===== config.mk =====
export PLATFORM = sky130hd
export DESIGN_NAME = fifo_stream_reader
export DESIGN_NICKNAME = d
export VERILOG_FILES = /design/src/rtl/fifo_stream_reader.sv
export SDC_FILE = /design/constraint.sdc
export NUM_CORES = 1
export LEC_CHECK = 0
export CAP_MARGIN = 20
export CORE_ASPECT_RATIO = 0.75
export CORE_MARGIN = 2
export CORE_UTILIZATION = 50
export DETAILED_ROUTE_END_ITERATION = 8
export PLACE_DENSITY = 0.72
export SKIP_CTS_REPAIR_TIMING = 1
export SYNTH_ARGS = -nofsm -noshare
export SYNTH_HDL_FRONTEND = slang
export SYNTH_SLANG_ARGS = --single-unit
export TNS_END_PERCENT = 10

===== constraint.sdc =====
create_clock -name clk -period 4.1 [get_ports clk]
set_input_delay 0.82 -clock clk [delete_from_list [all_inputs] [get_ports clk]]
set_output_delay 0.82 -clock clk [all_outputs]
set_load 0.02 [all_outputs]

===== src/rtl/fifo_stream_reader.sv =====
// ---------------------------------------------------------------------------
// fifo_stream_reader
//
// Consumer-side engine for the 512x60 FIFO (fifo_512_60bit). It issues FIFO
// pops, absorbs the one-cycle registered RAM read latency and re-presents the
// words as a valid/ready stream. A 2-entry skid buffer keeps the stream at one
// word per cycle while out_ready stays high. It also ensures that no word is
// lost or repeated under back-pressure.
//
// Optional feature (compile-time macro READER_LAST_EN):
//   defined   - a 16-bit burst counter drives out_last on every BURST_LEN-th
//               accepted word.
//   undefined - no counter; out_last is tied to 0.
//
// Parameters:
//   DW         data width; must match the attached FIFO's data width
//   BURST_LEN  words per burst for out_last (1..65535)
//
// Ports:
//   clk         clock
//   rst         synchronous active-high reset
//   clr         synchronous flush; assert together with the FIFO's clr
//   en          read enable; when low no new pops are issued, buffered words
//               still drain
//   fifo_empty  FIFO empty flag (combinational in the FIFO)
//   fifo_dout   FIFO read data, valid the cycle after fifo_re
//   fifo_re     FIFO pop strobe
//   out_valid   stream word valid
//   out_data    stream word
//   out_ready   downstream accept
//   out_last    last word of a burst (0 unless READER_LAST_EN)
//   busy        a word is in flight or buffered
// ---------------------------------------------------------------------------
module fifo_stream_reader #(
    parameter int DW        = 60,
    parameter int BURST_LEN = 16
) (
    input  logic          clk,
    input  logic          rst,
    input  logic          clr,
    input  logic          en,
    input  logic          fifo_empty,
    input  logic [DW-1:0] fifo_dout,
    output logic          fifo_re,
    output logic          out_valid,
    output logic [DW-1:0] out_data,
    input  logic          out_ready,
    output logic          out_last,
    output logic          busy
);

    // Reject an out-of-range burst length at elaboration.
    if ((BURST_LEN < 1) || (BURST_LEN > 65535)) begin : g_bad_burst_len
        $error("fifo_stream_reader: BURST_LEN out of range");
    end

    // Registered state
    logic [1:0]    occ_r;           // skid buffer occupancy (0..2)
    logic          infl_r;          // a pop was issued last cycle
    logic          head_r;          // read pointer into the buffer
    logic          tail_r;          // write pointer into the buffer
    logic [DW-1:0] mem_r [2];       // skid buffer storage
    logic          out_valid_r;
    logic [DW-1:0] out_data_r;
    logic          out_last_r;
    logic          busy_r;

    // Next-state / combinational terms
    logic          pop_s;           // downstream handshake this cycle
    logic          cap_s;           // fifo_dout is captured this cycle
    logic [2:0]    level_s;         // occupancy after this cycle's pop
    logic          re_s;
    logic [1:0]    occ_next_s;
    logic          head_next_s;
    logic          tail_next_s;
    logic [DW-1:0] mem_next_s [2];
    logic [DW-1:0] data_next_s;
    logic          last_next_s;

    // Pop decision, buffer bookkeeping and the next head word.
    always_comb begin
        pop_s   = out_valid_r & out_ready;
        cap_s   = infl_r;
        // occ + infl never exceeds 2, and pop implies occ >= 1, so this
        // cannot underflow.
        level_s = {1'b0, occ_r} + {2'b00, infl_r} - {2'b00, pop_s};
        // Popping only when fewer than 2 words will be held guarantees the
        // returning word always has a free slot next cycle.
        re_s    = en & ~fifo_empty & ~rst & ~clr & (level_s < 3'd2);

        case ({cap_s, pop_s})
            2'b10:   occ_next_s = occ_r + 2'd1;
            2'b01:   occ_next_s = occ_r - 2'd1;
            default: occ_next_s = occ_r;  // idle, or capture and pop together
        endcase

        head_next_s = head_r ^ pop_s;
        tail_next_s = tail_r ^ cap_s;

        mem_next_s = mem_r;
        if (cap_s) begin
            mem_next_s[tail_r] = fifo_dout;
        end else begin
            mem_next_s[tail_r] = mem_r[tail_r];
        end

        // The output register follows the head entry. While stalled, head
        // and that entry are unchanged, so out_data holds.
        data_next_s = mem_next_s[head_next_s];
    end

`ifdef READER_LAST_EN
    localparam logic [15:0] LAST_CNT = 16'(BURST_LEN - 1);

    logic [15:0] cnt_r;
    logic [15:0] cnt_next_s;

    // Burst counter advances on each accepted word and wraps on the last one.
    always_comb begin
        if (pop_s) begin
            if (cnt_r == LAST_CNT) begin
                cnt_next_s = 16'd0;
            end else begin
                cnt_next_s = cnt_r + 16'd1;
            end
        end else begin
            cnt_next_s = cnt_r;
        end
        // The counter equals the index of the word at the head, so out_last
        // marks the head word and stays put while it is stalled.
        last_next_s = (occ_next_s != 2'd0) && (cnt_next_s == LAST_CNT);
    end

    // Burst counter register.
    always_ff @(posedge clk) begin
        if (rst || clr) begin
            cnt_r <= 16'd0;
        end else begin
            cnt_r <= cnt_next_s;
        end
    end
`else
    assign last_next_s = 1'b0;
`endif

    // Skid buffer, in-flight flag and registered stream outputs.
    always_ff @(posedge clk) begin
        if (rst) begin
            occ_r       <= 2'd0;
            infl_r      <= 1'b0;
            head_r      <= 1'b0;
            tail_r      <= 1'b0;
            mem_r[0]    <= {DW{1'b0}};
            mem_r[1]    <= {DW{1'b0}};
            out_valid_r <= 1'b0;
            out_data_r  <= {DW{1'b0}};
            out_last_r  <= 1'b0;
            busy_r      <= 1'b0;
        end else if (clr) begin
            // A word returning on fifo_dout now is dropped because infl is
            // cleared and no new pop is issued in this cycle.
            occ_r       <= 2'd0;
            infl_r      <= 1'b0;
            head_r      <= 1'b0;
            tail_r      <= 1'b0;
            out_valid_r <= 1'b0;
            out_last_r  <= 1'b0;
            busy_r      <= 1'b0;
        end else begin
            occ_r       <= occ_next_s;
            infl_r      <= re_s;
            head_r      <= head_next_s;
            tail_r      <= tail_next_s;
            mem_r       <= mem_next_s;
            out_valid_r <= (occ_next_s != 2'd0);
            out_data_r  <= data_next_s;
            out_last_r  <= last_next_s;
            busy_r      <= (occ_next_s != 2'd0) | re_s;
        end
    end

    assign fifo_re   = re_s;
    assign out_valid = out_valid_r;
    assign out_data  = out_data_r;
    assign out_last  = out_last_r;
    assign busy      = busy_r;

endmodule


* After elaboration in Yosys (flattened, before gate mapping)
Cells that the tools add are included.
Storage, ports and cells: bits in registers 187, input bits 66, output and inout bits 64, word-level logic and storage cells 47
Operators by class: add/subtract/negate cells 4, order comparisons 4, eq/ne operators 2, muxes and demuxes 12, bitwise operators 13, reductions and logical operators 3
Operator list (count):
- $mux 60 | 7
- $bwmux 120 | 2
- $mux 120 | 1
- $demux 60 s1 | 1
- $and 1x1->1 | 5
- $ge 2x2->1 const B | 2
- $not 1->2 | 2
- $pmux 2 s2 | 1
- $add 2x1->3 | 1
- $lt 3x2->1 const B | 1
- $not 1->1 | 3
- $sub 3x1->3 | 1
- $add 2x1->2 const B | 1
- $eq 2x1->1 const B | 1
- $eq 2x2->1 const B | 1
- $lt 2x1->1 const B | 1
- $reduce_bool 2->1 | 1
- $reduce_or 2->1 | 1
- $sub 2x1->2 const B | 1
- $xor 1x1->1 | 2
- $logic_and 1x1->1 | 1
- $or 1x1->1 | 1

* Longest topological paths before layout
Gate-level depths: netlist of the first run.
word-level depth 10, gate-level depth with buffers 11, depth with buffers taken out 9

* Worst setup path after synthesis of the first run
OpenSTA, ideal clock, no wires.
path kind input to output, start point input port out_ready, end point output port fifo_re, arrival time 2.638 ns, data required time 3.280 ns, setup slack 0.642 ns, stages 8, cells stage by stage and2_1 ha_1 inv_1 ha_1 inv_1 fa_1 nand3b_1 nor3_1
On the way: cells in the longest elaborated chain, start to end 4
Ends and longest elaborated chain:
- start, declared | RTL line 47 | input logic out_ready,
- $and 1x1->1 | RTL line 82 | pop_s = out_valid_r & out_ready;
- $sub 3x1->3 | RTL line 86 | level_s = {1'b0, occ_r} + {2'b00, infl_r} - {2'b00, pop_s};
- $lt 3x2->1 | RTL line 89 | re_s = en & ~fifo_empty & ~rst & ~clr & (level_s < 3'd2);
- $and 1x1->1 | RTL line 89
- end, declared | RTL line 44 | output logic fifo_re,
No other way between the ends.

* Worst setup path in the final report of the first run
Same ends and word-level chain as after synthesis.

==> summary.txt, run 1 <==
Final layout
  – Cell area after layout: 0.0111 mm^2
  – Most common cell after layout, fill and taps aside: dfxtp_1
  – Ratio of cells with drive above 1 in the final layout: 6.93%
  – Final net count: 1184
  – Final Non-Filler Cells: about 1400
  – Area Growth Syn to Fin: 18.9%
  – Antenna cells: 0
  – Most frequent cells in the layout: 185 x dfxtp_1, 125 x clkdlybuf4s50_1, 123 x nor3_1, 122 x nor2_1, 120 x a211oi_1
  – Filler instances: 1612
  – Final Core Density: 60.4%

STA
  – Min Tclk post-route: 3.78 ns
  – Fin crit share: roughly 92%
  – Slew HR: between 30% and 40%
  – Final Hold Vio Count: 0
  – Worst Skew: 0.0155 ns
  – Unrepaired setup endpoints after global routing: no
  – Worst-Margin Slew: 1.04 ns
  – Fmax: 264 MHz
  – Endpoints failing setup: 0
  – Hold Slack: 0.488 ns
  – Slew Viols, Final: 0

Drt
  – Final WL: 26500 um
  – DR WL/cell: 19.3 um
  – Post-DRT Antenna Nets: 0
  – Number of DRC markers in iteration 0: 970
  – Drt pass-1 iters: 5
  – DRC violations left: 0
  – Drt via density: ~6.4
  – Routed vias: 8835

Critical path
  – Worst Reg-to-Reg Cells: 6
  – Crit path max fanout: 2
  – CP max stage delay: roughly 0.53 ns
  – Worst path arrival time: 2.96 ns
  – Crit end category: primary output
  – WP buf/inv: 4
  – Worst Setup Path Type: in2out
  – Worst Path Required: 3.28 ns
  – Delay-heaviest family, CP: adder cells
  – Crit-path cells: clkdlybuf4s50_1 -> and2_1 -> ha_1 -> inv_1 -> ha_1 -> inv_1 -> fa_1 -> nand3b_1 -> nor3_1 -> dlymetal6s2s_1
  – Crit path launch type: input pin
  – Critical path depth in cells: 10
  – CP max-delay cell: fa_1

Clock tree
  – Max clock buf depth: 2
  – CTS tree: done
  – Clk sinks: 187
  – H-tree depth: 4
  – Clock latency on the worst-skew pair: between 0.4 and 0.5 ns
  – CTS buffer count: 17
  – Worst-path clk slew: 0.07 ns
  – Root Buffer: clkbuf_16

Floorplanning
  – Die area: 0.0199 mm^2
  – Initial Util: 50.8%
  – Die width: 162 um
  – IO Pins: 130
  – Core Box Area: about 0.018 mm^2
  – Die Height: 123 um
  – Number of core rows: 43

Logic synthesis
  – Avg Inst Size Synth: 8.66 um^2
  – Register area share after synthesis: 39.9%
  – Cells after Synth: 1083
  – Syn nets: 1153
  – Flop and latch count out of synthesis: 187
  – Yosys warning total: 0
  – Synth top area share: 39.9%
  – Synth cell types: 36
  – Post-synth top area cell: dfxtp_1
  – Synth area leaders: dfxtp_1 40%, a211oi_1 9.6%, nor3_1 6.6%, and3b_1 5.7%, a221oi_1 5.6%
  – Cell Area, Synth: 0.00937 mm^2

Placed design
  – Placed inst area: 0.0106 mm^2
  – IO Port Bufs: 128
  – Final HPWL DP: 13900 um
  – Number of placed cells counting well taps: 1342
  – Placer Congestion: between 0.7 and 0.8

GRT
  – Initial antenna violation count: 0
  – Global-route wire length before repair: between 40000 and 50000 um
  – GRT overflow: 0
  – Largest net degree at the start of global routing: about 180
  – Overall routing resource usage: 26.8%
  – Vias in the first global route: 8185

Min path
  – Worst min path class: reg2reg
  – WHS Path Cells: 2

Power
  – Pwr per Cell Area: 374 mW/mm^2
  – Leakage: 4.22 nW
  – Worst VDD drop: 205 uV

Run
  – MaxCap Viol Count: 0

Status
  – Status: finished clean
[cells by family after synthesis]
group	share of synthesized area, %
xor gates and xnor gates	0.187
AOI/OAI and AO/OA	28.1
adders and majority gates	0.614
other	0.0400
DFF	39.9
and+or+nand+nor	24.2
buffers and inverters	6.97
[final cells by class]
type / instances / area, um^2 / share of cell area (%)
Sequential cell: 187 / 3750 / 33.6
Inverter: 5 / 20.0 / 0.180
Tap cell: 247 / 309 / 2.77
Multi-Input combinational cell: 751 / 5000 / 44.9
Timing Repair Buffer: 152 / 1500 / 13.4
Clock buffer: 25 / 515 / 4.62
Clock inverter: 5 / 58.8 / 0.528
[where the power goes]
part           switching (mW)  internal, mW  leakage (nW)
Clock                   0.694         0.930         0.277
Sequential             0.0759          1.92          1.54
Combinational           0.290         0.251          2.40
Total                    1.06          3.11          4.22
[per-stage QoR]
step / TNS [ns] / total power, mW / worst slack [ns]
3_3_place_gp: -0.0840 / 2.56 / -0.0840
2_1_floorplan: 0 / 2.37 / 0.642
4_1_cts: -0.0940 / 4.18 / -0.0940
3_5_place_dp: -0.0935 / 2.57 / -0.0935
5_1_grt: 0 / 4.32 / 0.132
6_report: 0 / 4.16 / 0.317
[worst reg2reg max path, delay by kind of cell (launching register included)]
| family | cells | cell delay [ns] |
|---|---|---|
| flops | 1 | 0.33 |
| simple gates | 1 | 0.13 |
| buf+inv | 3 | 1.37 |
| compound gates | 2 | 0.58 |
[path summary, 6_finish.rpt]
kind,start,end,slack (ns)
min,out_data[5],out_data[5],0.49
min reg2reg,out_data[5],out_data[5],0.49
max,out_ready,fifo_re,0.32
max reg2reg,cap_s,out_data[25],1.52
[cell usage after synthesis]
master,count
a21oi_1,3
conb_1,1
nand2_1,62
nor3_1,123
buf_4,4
a311oi_1,1
xnor2_1,1
nand2b_1,1
a211oi_1,120
nand3b_1,2
buf_2,31
clkbuf_2,2
o221a_2,1
o32ai_1,60
inv_1,5
clkbuf_1,95
or2_1,1
xor2_1,1
and3b_1,61
a21bo_2,1
buf_6,7
a2111oi_0,46
o21ai_0,1
a2111oi_2,14
fa_1,1
buf_1,1
a21boi_2,1
and2_1,1
nor2_1,122
a31oi_1,1
and4b_1,1
ha_1,3
dfxtp_1,187
and3_1,60
a221oi_1,60
or3_1,1
[state kept, by name, summed over array words and instances (netlist names)]
register / count
busy: 1
cap_s: 1
head_r: 1
mem_r: 120
occ_r: 2
out_data: 60
out_valid: 1
tail_r: 1
[layer usage]
layer | GRT usage [%] | vias to the layer above | routed length (um)
met5 | 0 | - | 0
met4 | 7.96 | 0 | 302
met3 | 3.58 | 25 | 1660
met2 | 41.2 | 330 | 11900
met1 | 39.3 | 4201 | 12700
li1 | - | 4279 | -
(Power assumes the default switching activity.)
==> run 2, diff against run 1 <==
==> constraint.sdc (replaced) <==
create_clock -name clk -period 4.1 [get_ports clk]
set_input_delay 0.82 -clock clk [delete_from_list [all_inputs] [get_ports clk]]
set_output_delay 0.82 -clock clk [all_outputs]
set_load 0.05 [all_outputs]
==> run 2 against run 1 <==
- global-route usage rose by 0.54 points
- combinational power increased by 13%
- routed wire length is 0.97% higher
- critical endpoint unchanged
- register-to-register slack better by 0.11 ns
- final area up 0.12%
- worst setup slack got worse by 0.14 ns
- sequential share of layout area about the same
- maximum frequency fell by 3.6%
- first-iteration DRC count down 8.1%
- count of clock-buffer cells in the layout down 5
==> summary.txt, run 2 (same netlist as run 1, synthesis figures left out) <==
Clock tree
  – Clk sinks: 187 (unchanged)
  – Max clock buf depth: 2 (unchanged)
  – CTS tree: done
  – CTS buffer count: 17 (unchanged)
  – H-tree depth: 4 (unchanged)
  – Worst-path clk slew: 0.07 ns (about the same)
  – Root Buffer: clkbuf_16
  – Clock latency on the worst-skew pair: 0.43 ns (about the same)

Min path
  – WHS Path Cells: 2 (unchanged)
  – Worst min path class: reg2reg

Floorplanning
  – Die width: 162 um (unchanged)
  – Initial Util: 50.8% (unchanged)
  – Die Height: 123 um (unchanged)
  – Die area: 0.0199 mm^2 (unchanged)
  – Number of core rows: 43 (unchanged)
  – IO Pins: 130 (unchanged)
  – Core Box Area: 0.0185 mm^2 (unchanged)

GRT
  – Vias in the first global route: 8345 (+2.0%)
  – GRT overflow: 0 (unchanged)
  – Global-route wire length before repair: 44200 um (+1.6%)
  – Initial antenna violation count: 0 (unchanged)
  – Overall routing resource usage: 27.3% (+0.54 points)
  – Largest net degree at the start of global routing: 76 (-58%)

Final layout
  – Ratio of cells with drive above 1 in the final layout: 7.29% (+0.36 points)
  – Most frequent cells in the layout: 185 x dfxtp_1, 125 x clkdlybuf4s50_1, 122 x nor2_1, 122 x nor3_1, 120 x a211oi_1
  – Final net count: 1182 (-0.17%)
  – Area Growth Syn to Fin: 19.1%
  – Max FFs per register: 120 (unchanged)
  – Final Core Density: 60.5% (+0.075 points)
  – Filler instances: 1626 (+0.87%)
  – Top reg by flops: mem_r
  – Most common cell after layout, fill and taps aside: dfxtp_1
  – Antenna cells: 0 (unchanged)

STA
  – Setup WS post-layout: 0.175 ns (-0.142 ns)
  – Slew HR: 40.7% (+10 points)
  – Worst Skew: 0.00907 ns (-0.00648 ns)
  – Post-route setup TNS: 0 ns (unchanged)
  – Endpoints failing setup: 0 (unchanged)
  – Unrepaired setup endpoints after global routing: no
  – Slew Viols, Final: 0 (unchanged)
  – Min Tclk post-route: 3.93 ns (+0.142 ns)
  – Fin crit share: 95.7% (+3.5 points)
  – Final Hold Vio Count: 0 (unchanged)
  – Fmax: 255 MHz (-3.6%)
  – Worst-Margin Slew: 0.889 ns (-0.153 ns)

Drt
  – Final WL: 26800 um (+0.97%)
  – Drt pass-1 iters: 5 (unchanged)
  – Routed vias: 8894 (+0.67%)
  – DRC violations left: 0 (unchanged)
  – DR WL/cell: 19.5 um (+0.97%)
  – Drt via density: 6.48 (+0.67%)
  – Number of DRC markers in iteration 0: 891 (-8.1%)
  – Post-DRT Antenna Nets: 0 (unchanged)

Placed design
  – Final HPWL DP: 14400 um (+2.9%)
  – IO Port Bufs: 128 (unchanged)
  – Dpl ws: 0.122 ns (+0.216 ns)
  – Placer Congestion: 0.763 (+4.5%)

Status
  – Status: finished clean

Critical path
  – Worst Reg-to-Reg Cells: 9 (+3)
  – Worst path arrival time: 3.11 ns (+0.15 ns)
  – Worst Setup Path Type: in2out
  – Crit path launch type: input pin
  – Crit end category: primary output
  – Worst Path Required: 3.28 ns (about the same)
  – Crit path max fanout: 5 (+3)

Power
  – Pwr per Cell Area: 385 mW/mm^2 (+3.1%)
  – Leakage: 4.21 nW (-0.31%)
  – Worst VDD drop: 266 uV (+30%)
  – Tot Pwr: 4.30 mW (+3.3%)

Run
  – MaxCap Viol Count: 0 (unchanged)
[run 2: per-stage QoR]
step           instances  instance area (um^2)  hold slack [ns]
5_1_grt             1372                 11200            0.502
4_1_cts             1372                 11200            0.490
3_3_place_gp        1340                 10600            0.477
6_report            1372                 11200            0.489
2_1_floorplan       1083                  9370            0.471
3_5_place_dp        1340                 10600            0.474
[run 2: critical path, stage by stage]
cell	delay, ns
clkdlybuf4s50_1	0.41
and2_1	0.16
ha_1	0.33
inv_1	0.08
ha_1	0.13
inv_1	0.05
fa_1	0.53
nand3b_1	0.15
nor3_2	0.27
buf_12	0.17
[run 2: final cells by class]
cell class	instances	area, um^2	share of cell area (%)
multi-input cells	751	5010	44.9
inverters	5	20.0	0.179
repair buffers	150	1480	13.2
well taps	247	309	2.77
clock inverters	12	136	1.22
flip-flops and latches	187	3750	33.6
clock buffers	20	467	4.18
[run 2: power by group]
part / internal (mW) / switching (mW) / total [mW] / leakage (nW)
Clock: 0.954 / 0.738 / 1.69 / 0.289
Sequential: 1.92 / 0.0768 / 2.00 / 1.54
Combinational: 0.249 / 0.360 / 0.609 / 2.38
Total: 3.13 / 1.17 / 4.30 / 4.21
[run 2: path summary, 6_finish.rpt]
check / startpoint / to / slack, ns
worst max-delay path: out_ready / fifo_re / 0.17
worst min-delay path: out_data[52] / out_data[52] / 0.49
worst max register to register: out_valid / busy / 1.63
worst min register to register: out_data[52] / out_data[52] / 0.49
[run 2: layer usage]
layer	vias up	wire [um]	GRT usage [%]
met5	-	0	0
met4	0	352	7.96
met3	33	1840	4.12
met2	326	12000	42.5
met1	4268	12600	39.4
li1	4267	-	-
